===== src/rtl/g_debounce_pkg.sv =====
// -----------------------------------------------------------------------------
// g_debounce_pkg
// Shared definitions for the g_debounce macro family.
//   state_t      : debouncer FSM encoding. Bit [1] is the debounced level, so
//                  the registered state bit can drive Q with no extra logic.
//   state_level  : helper returning the debounced level of a state.
//   SYNC_STAGES  : depth of the input synchronizer ahead of the FSM.
// -----------------------------------------------------------------------------
package g_debounce_pkg;

   typedef enum logic [1:0] {
      LOW    = 2'b00,
      CHK_HI = 2'b01,
      CHK_LO = 2'b10,
      HIGH   = 2'b11
   } state_t;

   localparam int SYNC_STAGES = 2;

   function automatic logic state_level(input state_t s);
      return s[1];
   endfunction

endpackage


===== src/rtl/g_sync2.sv =====
// -----------------------------------------------------------------------------
// g_sync2
// Two-flop synchronizer for a single asynchronous level. Clocked on every CK
// edge with no enable so the sampled value is always fresh.
// Ports:
//   CK  : rising-edge clock
//   CDN : asynchronous active-low clear (both stages forced to 0)
//   D   : asynchronous input level
//   Q   : synchronized level (second stage)
// -----------------------------------------------------------------------------
module g_sync2 (
   input  logic CK,
   input  logic CDN,
   input  logic D,
   output logic Q
);

   logic r_s1;
   logic r_s2;

   always_ff @(posedge CK or negedge CDN) begin
      if (!CDN) begin
         r_s1 <= 1'b0;
         r_s2 <= 1'b0;
      end else begin
         r_s1 <= D;
         r_s2 <= r_s1;
      end
   end

   assign Q = r_s2;

endmodule


===== src/rtl/g_debounce.sv =====
// -----------------------------------------------------------------------------
// g_debounce
// Debounces a raw asynchronous level. The input is synchronized, then a
// four-state FSM requires the synchronized level to differ from Q on TERM+1
// consecutive enabled cycles (one to enter the check state, TERM more while
// the counter runs 0..TERM-1) before Q flips. Any enabled cycle that agrees
// with Q abandons the check without a strobe.
//
// Parameters:
//   CNT_W : qualification counter width
//   TERM  : qualifying enabled cycles in the check state, 1..2**CNT_W
// Ports:
//   CK        : rising-edge clock
//   CDN       : asynchronous active-low clear
//   CE        : clock enable for FSM and counter (synchronizer always runs)
//   D         : raw asynchronous level
//   Q         : debounced level (state register bit)
//   RISEN     : active-low one-cycle strobe, concurrent with Q first reading 1
//   FALLN     : active-low one-cycle strobe, concurrent with Q first reading 0
//   DBG_STATE : current FSM state, for observation only
//
// Handshake note: there is no valid/ready interface; RISEN/FALLN are pure
// registered pulses, low for exactly one CK cycle, never low together.
// -----------------------------------------------------------------------------
module g_debounce
   import g_debounce_pkg::*;
#(
   parameter int CNT_W = 4,
   parameter int TERM  = 4
) (
   input  logic   CK,
   input  logic   CDN,
   input  logic   CE,
   input  logic   D,
   output logic   Q,
   output logic   RISEN,
   output logic   FALLN,
   output state_t DBG_STATE
);

   // TERM-1 always fits CNT_W bits for legal TERM, so the counter never wraps.
   localparam logic [CNT_W-1:0] CNT_LAST = CNT_W'(TERM - 1);
   localparam logic [CNT_W-1:0] CNT_ONE  = CNT_W'(1);

   logic             w_s2;
   logic             w_last;
   logic             w_rise_nxt;
   logic             w_fall_nxt;
   state_t           r_state;
   state_t           w_state_nxt;
   logic [CNT_W-1:0] r_cnt;
   logic [CNT_W-1:0] w_cnt_nxt;
   logic             r_risen;
   logic             r_falln;

   g_sync2 u_sync (
      .CK  (CK),
      .CDN (CDN),
      .D   (D),
      .Q   (w_s2)
   );

   assign w_last = (r_cnt == CNT_LAST);

   // State register
   always_ff @(posedge CK or negedge CDN) begin
      if (!CDN) begin
         r_state <= LOW;
         r_cnt   <= '0;
      end else begin
         r_state <= w_state_nxt;
         r_cnt   <= w_cnt_nxt;
      end
   end

   // Next-state logic; with CE low everything holds and w_s2 is ignored.
   always_comb begin
      w_state_nxt = r_state;
      w_cnt_nxt   = r_cnt;
      if (CE) begin
         case (r_state)
            LOW: begin
               if (w_s2) begin
                  w_state_nxt = CHK_HI;
                  w_cnt_nxt   = '0;
               end
            end
            CHK_HI: begin
               if (!w_s2) begin
                  w_state_nxt = LOW;
                  w_cnt_nxt   = '0;
               end else if (w_last) begin
                  w_state_nxt = HIGH;
                  w_cnt_nxt   = '0;
               end else begin
                  w_cnt_nxt = r_cnt + CNT_ONE;
               end
            end
            HIGH: begin
               if (!w_s2) begin
                  w_state_nxt = CHK_LO;
                  w_cnt_nxt   = '0;
               end
            end
            CHK_LO: begin
               if (w_s2) begin
                  w_state_nxt = HIGH;
                  w_cnt_nxt   = '0;
               end else if (w_last) begin
                  w_state_nxt = LOW;
                  w_cnt_nxt   = '0;
               end else begin
                  w_cnt_nxt = r_cnt + CNT_ONE;
               end
            end
            default: begin
               w_state_nxt = LOW;
               w_cnt_nxt   = '0;
            end
         endcase
      end
   end

   // Output logic: strobes are decoded from the qualifying transition only,
   // so abandoned checks and resets never pulse.
   always_comb begin
      w_rise_nxt = (r_state == CHK_HI) && (w_state_nxt == HIGH);
      w_fall_nxt = (r_state == CHK_LO) && (w_state_nxt == LOW);
   end

   // Strobe registers reload every edge, independent of CE, so a pulse is
   // always exactly one cycle wide.
   always_ff @(posedge CK or negedge CDN) begin
      if (!CDN) begin
         r_risen <= 1'b1;
         r_falln <= 1'b1;
      end else begin
         r_risen <= ~w_rise_nxt;
         r_falln <= ~w_fall_nxt;
      end
   end

   assign Q         = state_level(r_state);
   assign RISEN     = r_risen;
   assign FALLN     = r_falln;
   assign DBG_STATE = r_state;

endmodule


===== config.mk =====
export PLATFORM = sky130hd
export DESIGN_NAME = g_debounce
export DESIGN_NICKNAME = d
export VERILOG_FILES = /design/src/rtl/g_debounce_pkg.sv /design/src/rtl/g_sync2.sv /design/src/rtl/g_debounce.sv
export SDC_FILE = /design/constraint.sdc
export NUM_CORES = 1
export LEC_CHECK = 0
export BUFFER_PORTS_ARGS = -buffer_cell sky130_fd_sc_hd__buf_4
export CELL_PAD_IN_SITES_DETAIL_PLACEMENT = 1
export CELL_PAD_IN_SITES_GLOBAL_PLACEMENT = 2
export CORE_MARGIN = 1
export CORE_UTILIZATION = 36
export CTS_BUF_LIST = sky130_fd_sc_hd__clkbuf_16
export DETAILED_ROUTE_END_ITERATION = 7
export GPL_TIMING_DRIVEN = 1
export HOLD_SLACK_MARGIN = 0.15
export PLACE_DENSITY_LB_ADDON = 0.3
export SLEW_MARGIN = 40
export SYNTH_ARGS = -nofsm -noshare
export SYNTH_HDL_FRONTEND = slang
export SYNTH_SLANG_ARGS = --single-unit

===== constraint.sdc =====
create_clock -name CK -period 4.7 [get_ports CK]
set_input_delay 0.94 -clock CK [delete_from_list [all_inputs] [get_ports CK]]
set_output_delay 0.94 -clock CK [all_outputs]
set_load 0.05 [all_outputs]

# ---- Word-level counts from Yosys, hierarchy flattened
# Index checks and enable logic that the tools add are counted.
dict set report word_totals {
  mem_bits_ro 0
  reg_bits 10
  latch_bits 0
  inputBits 4
  n_memories 0
  ramBits 0
}
dict set report classes {
  reduce_logical 5
  bitwise_logic 2
  n_div 0
  n_lt_le_gt_ge 0
  addsub 1
  multipliers 0
  n_shift 0
  eq_ne 7
  mux 14
}
# operator count
set ops {}
lappend ops {{4-bit two-way mux} 5}
lappend ops {{4-bit case mux with 4 select lines} 1}
lappend ops {{2-bit two-way mux} 7}
lappend ops {{2-bit case mux with 4 select lines} 1}
lappend ops {{2-bit equality test, second input constant} 3}
lappend ops {{4-bit by 1-bit adder with 4-bit output, second input constant} 1}
lappend ops {{4-bit by 2-bit equality test with 1-bit output, second input constant} 1}
lappend ops {{2-bit zero test} 2}
lappend ops {{3-bit AND reduction} 1}
lappend ops {{2-bit by 1-bit equality test with 1-bit output, second input constant} 1}
lappend ops {{1-bit logical AND} 2}
lappend ops {{2-bit by 1-bit inequality test with 1-bit output, second input constant} 1}
lappend ops {{2-bit inequality test, second input constant} 1}
lappend ops {{1-bit inverter} 2}

# ---- Logic depth before layout (Yosys ltp)
# Gate-level depths: netlist of run 1.
dict set report depth {
  ltp_word 8
  ltp_mapped 6
}

# ---- Hierarchy
# Synthesis of run 1 repeated with hierarchy kept, for this count alone.
dict set report unflattened {
  hier_cells 60
  area_unflattened_um2 618.1
}
# mod cells_each area_each_um2 instances
set modules_own_cells {}
lappend modules_own_cells {g_debounce 58 568.0 1}
lappend modules_own_cells {g_sync2 2 50.0 1}

# ---- Worst setup path after synthesis of run 1
# OpenSTA, ideal clock, no wires.
dict set report synth_timing {
  kind {register -> register}
  start {reg r_state[1] (netlist: DBG_STATE[1])}
  end {reg r_falln (netlist: FALLN)}
  path_buffers 0
  path_slack_ns 2.465
  required_ns 4.612
  setup_ns 0.088
  stages_incl_launch_ff 7
  period_less_slack_ns 2.235
  arrival_time_ns 2.146
  cell_sequence {dfrtp_1 inv_1 ha_1 or4b_1 o311ai_2 nand3_2 or3b_1}
}
# item line_no
set synth_rtl {}
lappend synth_rtl {{start, declared} g_debounce.sv:49} ;# state_t r_state;
lappend synth_rtl {{start signal, assigned} g_debounce.sv:71} ;# r_state <= w_state_nxt;
lappend synth_rtl {{2-bit equality test, or another cell as far along} g_debounce.sv:81} ;# case (r_state)
lappend synth_rtl {{2-bit case mux with 4 select lines *} g_debounce.sv:81}
lappend synth_rtl {{2-bit two-way mux *} g_debounce.sv:80} ;# if (CE) begin
lappend synth_rtl {{via w_state_nxt[0]} g_debounce.sv:50} ;# state_t w_state_nxt;
lappend synth_rtl {{2-bit zero test *} g_debounce.sv:128} ;# w_fall_nxt = (r_state == CHK_LO) && (w_state_nxt == LOW);
lappend synth_rtl {{1-bit logical AND *} g_debounce.sv:128}
lappend synth_rtl {{1-bit inverter *} g_debounce.sv:139} ;# r_falln <= ~w_fall_nxt;
lappend synth_rtl {{end signal, assigned} g_debounce.sv:139}
lappend synth_rtl {{end, declared} g_debounce.sv:54} ;# logic r_falln;
# Mark *: on every way through the listed nets, which the timed path passes. The rest lies on a longest branch.
# A chain may end at the register's enable or synchronous reset.

# ---- Final worst setup path of run 1
# Same ends and word-level chain as after synthesis.

==> run_results.csv, run 1 <==
group,metric,value,unit
sta,setup_tns,0,ns
setup_path,end_kind,"flip-flop",
setup_path,cp_slowest_stage_delay,0.50,ns
cells_and_area,fin_area,769,sq um
cells_and_area,drive_above_1_share,23.9,%
floorplanning,boundaryPins,9,
outcome,violations,"design-rule violations",
cells_and_area,final_nets,81,
yosys,synth_top_area_share,32.4,%
yosys,async_reset_ff_share,100,%
yosys,synth_nets,69,
cts,clkLatencyLatePin,0.24,ns
yosys,yosysSeqAreaShare,40.9,%
yosys,yosys_register_bits,10,
global_route,antenna_found_initial,0,
yosys,synth.distinct_cells,28,
cts,cts_hold_buf,0,
global_route,grt_pass1_wl,2.58,mm
cts,clk_pin_slew,0.04,ns
cts,cts_setup_buffers,0,
cts,cts_tree,"done",
setup_path,cp.arrival,2.21,ns
route,final_antenna_net_count,0,
floorplanning,fp.coreArea,1560,sq um
global_route,grt_max_degree,11,
setup_path,crit_slowest_cell,"or4b_1",
route,first_pass_iters,5,
global_route,grt_util_all_layers,19.0,%
global_route,grt_overflow,0,
cells_and_area,diodes,0,
placed_design,place_congestion,0.770,
cts,ctsResizeCount,0,
sta,fmax,0.487,GHz
route,drc,2,
sta,fin_skew,0.00173,ns
flow_run,drv_cap,0,
route,drt-initial-drc-count,6,
floorplanning,die_y,43.4,microns
sta,slew_headroom,68.5,%
cells_and_area,area_growth,24.5,%
sta,fin_crit_sh,43.7,%
floorplanning,die-area,1890,sq um
floorplanning,start_util,39.6,%
yosys,synth_most_common_cell,"dfrtp_1",
yosys,syn_area,618,sq um
sta,drv_slew,0,
sta,setup_slack,2.65,ns
sta,tightestPinTransition,0.471,ns
yosys,ys_top_cells_by_area,"dfrtp_1, ha_1, dfstp_2, nand2_1, o211ai_1",
cts,root_buffer,"clkbuf_16",
floorplanning,rows,14,
cts,clock-sinks,10,
sta,fin_crit,2.05,ns
power,leakagePower,0.345,nW
placed_design,place.port_buffers,8,
placed_design,place_area,691,sq um
yosys,synth_ff_type,"dfrtp_1",
cts,cts_made_buffers,3,
cells_and_area,n_fill_cell,183,
yosys,synthCells,60,
route,vias,502,
global_route,first_global_vias,517,
setup_path,crit_fanout,8,
route,wl_per_cell,16.9,microns
yosys,synth_top_cell_by_area,"dfrtp_1",
setup_path,path_class,"reg2reg",
setup_path,crit_chain,"inv_1 > ha_1 > or4b_1 > o311ai_2 > nand3_2 > or3b_1",
floorplanning,dieWidth,43.4,microns
sta,rsz0062_at_grt,"false",
yosys,synth_common_cells,"dfrtp_1, nand2_1, ha_1, nor2_1",
route,viasPerCell,5.77,
placed_design,place_ws,2.65,ns
cts,cts_max_level,1,
power,powerDensity,498,nW/um^2
route,wl,1.47,mm
yosys,yosys_warnings,0,
yosys,synth-edff-count,0,
outcome,status,"finished, violations left",
cts,clockBufferDepth,2,
sta,finalHoldViolations,0,
min_path,hold_class,"reg2reg",
setup_path,required,4.85,ns
yosys,syn_area_per_cell,10.3,sq um
setup_path,cp-start-kind,"flip-flop",
power,ir_drop,0.217,mV
sta,setup_viol,0,
placed_design,dp_hpwl,997,microns
metrics by stage:
stage               hold slack [ns]  cells  power (mW)  util, %
finish                        0.361     87       0.383     49.4
global route                  0.374     87       0.403     49.4
CTS                           0.360     87       0.387     49.4
detailed placement            0.336     83       0.231     44.3
global placement              0.332     83       0.228     44.3
floorplan                     0.331     60       0.198        -
logic make-up after synthesis:
kind of cell,Yosys count,synth area share [%]
adders and majority gates,5,10.1
AOI/OAI and AO/OA,16,21.1
buffers and inverters,3,2.43
and+or+nand+nor,25,23.7
muxes,1,1.82
DFF,10,40.9
cell usage in the layout, fill, tap and decap left out, types with 2 or more instances in the layout:
master     Yosys  routed
nand3_1        3       3
o211ai_1       3       3
o21ai_1        2       2
o21ai_0        2       2
dfrtp_1        8       8
nor3b_1        2       2
buf_4          1       8
nor2_1         5       5
a22o_1         2       2
nand2_1        6       6
clkbuf_16      0       3
a32o_1         2       2
ha_1           5       5
dfstp_2        2       2
nand2b_1       2       2
inv_1          2       2
final cells by class:
class	instances	area, sq um	area share (%)
Sequential cell	10	253	32.8
Tap cell	16	20.0	2.60
Clock buffer	3	75.1	9.76
Clock inverter	1	3.75	0.488
Timing Repair Buffer	8	60.1	7.80
Multi-Input combinational cell	47	350	45.5
Inverter	2	7.51	0.976
power breakdown:
part / internal (mW) / switching [mW] / leakage (nW) / total (mW)
Clock: 0.112 / 0.0416 / 0.0385 / 0.153
Sequential: 0.0972 / 0.0151 / 0.125 / 0.112
Combinational: 0.0460 / 0.0716 / 0.182 / 0.118
Total: 0.255 / 0.128 / 0.345 / 0.383
worst max-delay path, delay by kind of cell (launching register included):
kind | cells | cell delay, ns
and+or+nand+nor | 3 | 1.03
DFF | 1 | 0.47
adders and majority gates | 1 | 0.28
buffers and inverters | 1 | 0.10
AOI/OAI and AO/OA | 1 | 0.10
final timing paths:
kind | slack (ns) | depth (start not counted) | end | start
setup reg to reg | 2.65 | 6 | FALLN | DBG_STATE[1]
min in group asynchronous | 0.53 | 1 | r_cnt[1] | CDN
setup / recovery | 2.65 | 6 | FALLN | DBG_STATE[1]
max in group asynchronous | 3.95 | 1 | FALLN | CDN
hold / removal | 0.36 | 0 | u_sync.Q | u_sync.r_s1
hold reg to reg | 0.36 | 0 | u_sync.Q | u_sync.r_s1
flip-flops by register name, summed over array words and instances (netlist names):
| register | flops |
|---|---|
| DBG_STATE | 2 |
| u_sync.Q | 1 |
| r_cnt | 4 |
| FALLN | 1 |
| u_sync.r_s1 | 1 |
| RISEN | 1 |
metal layers:
layer / share of wire (%) / wire [microns] / global-route usage, %
met5: 0 / 0 / 0
met2: 53 / 781 / 31.2
met3: 1.5 / 22 / 3.75
met1: 44 / 650 / 24.5
met4: 0.95 / 14 / 7.50
Power figures use the tool's default switching activity.
==> run 2, diff against run 1 <==
--- a/config.mk
+++ b/config.mk
@@ -9,7 +9,7 @@
 export CELL_PAD_IN_SITES_DETAIL_PLACEMENT = 1
 export CELL_PAD_IN_SITES_GLOBAL_PLACEMENT = 2
 export CORE_MARGIN = 1
-export CORE_UTILIZATION = 36
+export CORE_UTILIZATION = 30
 export CTS_BUF_LIST = sky130_fd_sc_hd__clkbuf_16
 export DETAILED_ROUTE_END_ITERATION = 7
 export GPL_TIMING_DRIVEN = 1
==> constraint.sdc (replaced) <==
create_clock -name CK -period 1.7 [get_ports CK]
set_input_delay 0.34 -clock CK [delete_from_list [all_inputs] [get_ports CK]]
set_output_delay 0.34 -clock CK [all_outputs]
set_load 0.05 [all_outputs]
==> run 2 against run 1 <==
Against the previous run:
- the flow finishes with violations (negative setup slack)
- cell area rose by 24%
- non-clock buffer count rose by 15
- wire length rose by 25%
- via count rose by 15%
- worst hold slack got worse by 0.15 ns
- final cell count rose by 30%
- combinational power rose to 4.5 times the previous value
==> run_results.csv, run 2 (same netlist as run 1, synthesis figures left out) <==
group,metric,value,unit
placed_design,place_congestion,0.762,
global_route,grt_pass1_wl,2.73,mm
route,wl_per_cell,16.2,microns
outcome,status,"finished, violations left",
cts,root_buffer,"clkbuf_16",
cts,cts_max_level,1,
power,leakagePower,0.418,nW
global_route,antenna_found_initial,0,
setup_path,required,1.86,ns
cts,cts_tree,"done",
floorplanning,die_y,47.4,microns
sta,fin_crit,1.74,ns
route,final_antenna_net_count,0,
sta,drv_slew,0,
cells_and_area,fin_area,957,sq um
power,powerDensity,1320,nW/um^2
cells_and_area,final_nets,96,
sta,fin_skew,0.000579,ns
setup_path,cp-startpoint,"r_cnt[0]",
power,switching_share,34.0,%
min_path,min_from,"D",
flow_run,drv_cap,0,
floorplanning,boundaryPins,9,
min_path,hold_class,"in2reg",
sta,finalHoldViolations,0,
global_route,grt_util_all_layers,18.8,%
global_route,grt_overflow,0,
setup_path,cp-start-kind,"flip-flop",
route,vias,577,
power,switchingPower,0.429,mW
setup_path,rr_startpoint,"r_cnt[0]",
floorplanning,fp.coreArea,1940,sq um
power,pwr-share-clk,34.1,%
route,wl,1.83,mm
cts,clockBufferDepth,2,
global_route,first_global_vias,581,
floorplanning,start_util,31.8,%
sta,fin_crit_sh,102,%
sta,rsz0062_at_grt,"true",
cts,clock-sinks,10,
route,drt-initial-drc-count,1,
global_route,grt_max_degree,11,
power,total_power,1.26,mW
power,p_int,0.831,mW
power,ir_drop,0.641,mV
cts,clkLatencyLatePin,0.24,ns
floorplanning,die-area,2250,sq um
setup_path,cp.arrival,1.90,ns
power,p_seq_share,23.8,%
cells_and_area,final_util,49.3,%
cells_and_area,drive_above_1_share,50.0,%
sta,slew_headroom,72.6,%
floorplanning,dieWidth,47.4,microns
sta,fmax,0.575,GHz
setup_path,crit_fanout,4,
cells_and_area,final_cell_mix,"buf_4, nand2_1, dfrtp_1",
outcome,violations,"negative setup slack",
placed_design,place.port_buffers,8,
cts,cts_made_buffers,3,
floorplanning,rows,16,
setup_path,path_class,"reg2reg",
cts,clk_pin_slew,0.04,ns
sta,setup_slack,-0.0378,ns
setup_path,end_kind,"flip-flop",
power,power_frac_comb,42.1,%
cells_and_area,regMostFlops,"r_cnt",
route,viasPerCell,5.11,
cts,cts_setup_buffers,0,
cells_and_area,final_common_cell,"buf_4",
placed_design,place_area,832,sq um
route,first_pass_iters,4,
cells_and_area,area_growth,54.9,%
sta,tightestPinTransition,0.410,ns
placed_design,dp_hpwl,1.29,mm
cells_and_area,diodes,0,
route,drc,0,
sta,setup_viol,1,
cells_and_area,largest_register_ffs,4,
## run 2: layer usage
layer	wire (microns)	global-route usage, %	up-vias
met5	0	0	-
met4	52	13.7	0
met3	29	3.46	5
met2	1050	31.5	5
met1	697	21.2	293
li1	-	-	274
## run 2: power groups by stage
| stage | sequential, mW | combinational, mW | clock, mW |
|---|---|---|---|
| 2_1_floorplan | 0.353 | 0.227 | 0 |
| 3_3_place_gp | 0.296 | 0.474 | 0 |
| 3_5_place_dp | 0.299 | 0.485 | 0 |
| 4_1_cts | 0.296 | 0.515 | 0.437 |
| 5_1_grt | 0.306 | 0.579 | 0.449 |
| 6_report | 0.300 | 0.530 | 0.430 |
## run 2: timing repair
item,in CTS,in global routing
pin swaps,2,4
gates resized for setup,3,5
hold buffers,1,0
hold endpoints to repair,10,0
endpoints found under the setup margin,1,3
## run 2: layout make-up
type	count	area, sq um
well taps	27	33.8
clock inverters	1	3.75
fillers	231	985
repair buffers	23	175
inverters	2	7.51
multi-input cells	47	407
flip-flops and latches	10	255
clock buffers	3	75.1
## run 2: final timing paths
| path | to | slack [ns] | cells past startpoint |
|---|---|---|---|
| min in group asynchronous | u_sync.Q | 0.48 | 2 |
| hold / removal | u_sync.r_s1 | 0.21 | 1 |
| hold reg to reg | u_sync.Q | 0.35 | 0 |
| max in group asynchronous | RISEN | 1.00 | 2 |
| setup reg to reg | FALLN | -0.04 | 5 |
| setup / recovery | FALLN | -0.04 | 5 |
## run 2: metrics by stage
stage          hold slack [ns]  worst slack [ns]  setup TNS [ns]  std cells
2_1_floorplan           0.0444            -0.262          -0.306         60
3_3_place_gp             0.177           0.00194               0        108
3_5_place_dp             0.179           -0.0442         -0.0442        108
4_1_cts                  0.206           -0.0295         -0.0295        113
5_1_grt                  0.205           -0.0840          -0.107        113
6_report                 0.206           -0.0378         -0.0378        113
## run 2: critical path, stage by stage (launching register included)
cell      delay (ns)
dfrtp_1         0.39
ha_2            0.22
and4bb_2        0.27
o311ai_2        0.28
nand3_2         0.12
or3b_1          0.37
==> run 3, diff against run 2 <==
--- a/config.mk
+++ b/config.mk
@@ -5,7 +5,7 @@
 export SDC_FILE = /design/constraint.sdc
 export NUM_CORES = 1
 export LEC_CHECK = 0
-export BUFFER_PORTS_ARGS = -buffer_cell sky130_fd_sc_hd__buf_4
+export BUFFER_PORTS_ARGS = -buffer_cell sky130_fd_sc_hd__buf_2
 export CELL_PAD_IN_SITES_DETAIL_PLACEMENT = 1
 export CELL_PAD_IN_SITES_GLOBAL_PLACEMENT = 2
 export CORE_MARGIN = 1
@@ -18,4 +18,5 @@
 export SLEW_MARGIN = 40
 export SYNTH_ARGS = -nofsm -noshare
 export SYNTH_HDL_FRONTEND = slang
+export SYNTH_HIERARCHICAL = 1
 export SYNTH_SLANG_ARGS = --single-unit
==> run 3 against run 2 <==
Against the previous run:
- the run still ends with negative setup slack left
- cell area fell by 1.0%
- global-route usage grew 0.16 points
- clock power is 1% lower
- worst hold slack improved by 0.0082 ns
- final cell count increased by 0.88%
- area after synthesis stayed put
- non-clock buffer count grew 1
- core utilization decreased by 0.52 points
- sequential share of layout area up 0.28 points
- sequential cell count unchanged
- largest power group unchanged
- die area is the same
==> run_results.csv, run 3 <==
group,metric,value,unit
min_path,hold_class,"in2reg",
power,total_power,1.25,mW
setup_path,path_class,"reg2reg",
cts,clock-sinks,10,
outcome,status,"finished, violations left",
yosys,synth_top_cell_by_area,"dfrtp_1",
yosys,synth_top_area_share,32.4,%
yosys,synthCells,60,
floorplanning,start_util,31.8,%
route,final_antenna_net_count,0,
cts,clk_pin_slew,0.04,ns
cells_and_area,regMostFlops,"r_cnt",
cells_and_area,fin_area,947,sq um
sta,setup_viol,1,
cts,cts_made_buffers,3,
floorplanning,die_y,47.4,microns
cells_and_area,final_cell_mix,"buf_4, buf_2, nand2_1, dfrtp_1, nor2_1",
cts,clkLatencyLatePin,0.24,ns
sta,fmax,0.583,GHz
yosys,yosysSeqAreaShare,40.9,%
setup_path,crit_fanout,4,
setup_path,required,1.86,ns
route,wl_per_cell,15.4,microns
yosys,synth_nets,69,
placed_design,place_congestion,0.798,
global_route,grt_max_degree,11,
power,powerDensity,1320,nW/um^2
yosys,synth_most_common_cell,"dfrtp_1",
placed_design,dp_hpwl,1.32,mm
sta,fin_crit,1.71,ns
cells_and_area,area_growth,53.2,%
sta,finalHoldViolations,0,
min_path,min_path_cells,1,
cts,cts_tree,"done",
cts,clockBufferDepth,2,
sta,slew_headroom,70.3,%
yosys,synth-edff-count,0,
route,first_pass_iters,2,
sta,setup_slack,-0.0149,ns
yosys,synth.distinct_cells,28,
floorplanning,dieWidth,47.4,microns
floorplanning,rows,16,
setup_path,cp.arrival,1.87,ns
yosys,async_reset_ff_share,100,%
sta,rsz0062_at_grt,"true",
yosys,yosys_register_bits,10,
yosys,syn_area_per_cell,10.3,sq um
route,drt-initial-drc-count,2,
setup_path,cp_slowest_stage_delay,0.50,ns
placed_design,place.port_buffers,8,
cells_and_area,largest_register_ffs,4,
yosys,ys_top_cells_by_area,"dfrtp_1, ha_1, dfstp_2, nand2_1, o211ai_1",
power,leakagePower,0.417,nW
global_route,grt_util_all_layers,19.0,%
global_route,grt_pass1_wl,2.86,mm
flow_run,drv_cap,0,
cells_and_area,diodes,0,
placed_design,place_area,820,sq um
route,drc,0,
sta,drv_slew,0,
sta,fin_crit_sh,101,%
route,viasPerCell,4.88,
outcome,violations,"negative setup slack",
cts,root_buffer,"clkbuf_16",
setup_path,rr_worst_depth,6,
power,ir_drop,0.609,mV
yosys,synth_common_cells,"dfrtp_1, nand2_1, ha_1, nor2_1",
cts,cts_max_level,1,
floorplanning,die-area,2250,sq um
route,vias,556,
route,wl,1.75,mm
setup_path,crit_chain,"inv_2 > ha_4 > or4b_4 > o311ai_4 > nand3_2 > or3b_1",
yosys,yosys_warnings,6,
sta,tightestPinTransition,0.444,ns
floorplanning,fp.coreArea,1940,sq um
setup_path,crit_slowest_cell,"or4b_4",
cells_and_area,final_nets,97,
cells_and_area,drive_above_1_share,47.1,%
global_route,first_global_vias,596,
sta,fin_skew,0.00160,ns
yosys,syn_area,618,sq um
setup_path,end_kind,"flip-flop",
cells_and_area,final_common_cell,"buf_4",
floorplanning,boundaryPins,9,
yosys,synth_ff_type,"dfrtp_1",
global_route,antenna_found_initial,0,
global_route,grt_overflow,0,
cells_and_area,final_util,48.8,%
setup_path,cp-start-kind,"flip-flop",
==> run 3: cell count changes after synthesis <==
cell,change
o21ai_0,+1
mux2_2,-1
o21ai_1,-1
mux2_1,+1
==> run 3: critical path: cells and delay by family, from the launching register on <==
family                     cells  cell delay (ns)
and+or+nand+nor                3             0.97
AOI/OAI and AO/OA              1             0.08
adders and majority gates      1             0.15
buffers and inverters          1             0.06
DFF                            1             0.38
==> run 3: power breakdown <==
part / internal, mW / total [mW] / switching (mW)
logic: 0.252 / 0.527 / 0.276
clock network: 0.309 / 0.425 / 0.116
registers: 0.271 / 0.297 / 0.0262
==> run 3: repair_timing <==
action	4_1_cts	5_1_grt
pin swaps	4	4
gates resized for setup	6	1
hold buffers	1	0
setup buffers	0	0
endpoints found under the setup margin	1	3
endpoints found under the hold margin	8	0
==> run 3: layout make-up <==
type | count | area [sq um]
flip-flops and latches | 10 | 255
fillers | 232 | 995
inverters | 2 | 7.51
repair buffers | 24 | 163
well taps | 27 | 33.8
clock inverters | 1 | 3.75
clock buffers | 3 | 75.1
multi-input cells | 47 | 409
==> run 3: worst paths after layout <==
check	slack, ns	startpoint	endpoint
min in group asynchronous	0.51	CDN	r_cnt[3]
max in group asynchronous	0.92	CDN	FALLN
max	-0.01	DBG_STATE[0]	FALLN
max reg2reg	-0.01	DBG_STATE[0]	FALLN
min	0.21	D	u_sync/r_s1
min reg2reg	0.34	u_sync/r_s1	u_sync/Q
==> run 3: routing by layer <==
| metal | part of all wire [%] | wire length, microns | GRT usage (%) |
|---|---|---|---|
| met5 | 0 | 0 | 0 |
| met4 | 0.40 | 7 | 5.14 |
| met3 | 2.3 | 40 | 4.62 |
| met2 | 52 | 913 | 31.0 |
| met1 | 45 | 788 | 24.9 |
==> run 3: through the flow <==
| stage | TNS [ns] | setup slack, ns | std cells | hold WS (ns) |
|---|---|---|---|---|
| final | -0.0149 | -0.0149 | 114 | 0.214 |
| after global routing | -0.118 | -0.0649 | 114 | 0.209 |
| after CTS | -0.0481 | -0.0405 | 114 | 0.216 |
| after detailed placement | -0.0423 | -0.0423 | 109 | 0.220 |
| after global placement | -0.00614 | -0.00614 | 109 | 0.217 |
| after floorplan | -0.326 | -0.260 | 60 | 0.0444 |
==> run 3: kinds of logic (layout without fill, tap and decap cells) <==
group,Yosys count,in the layout,share of synthesized area [%]
flops,10,10,40.9
buf+inv,3,30,2.43
compound gates,16,16,21.1
fa+ha+maj,5,5,10.1
simple gates,25,25,23.7
mux,1,1,1.82
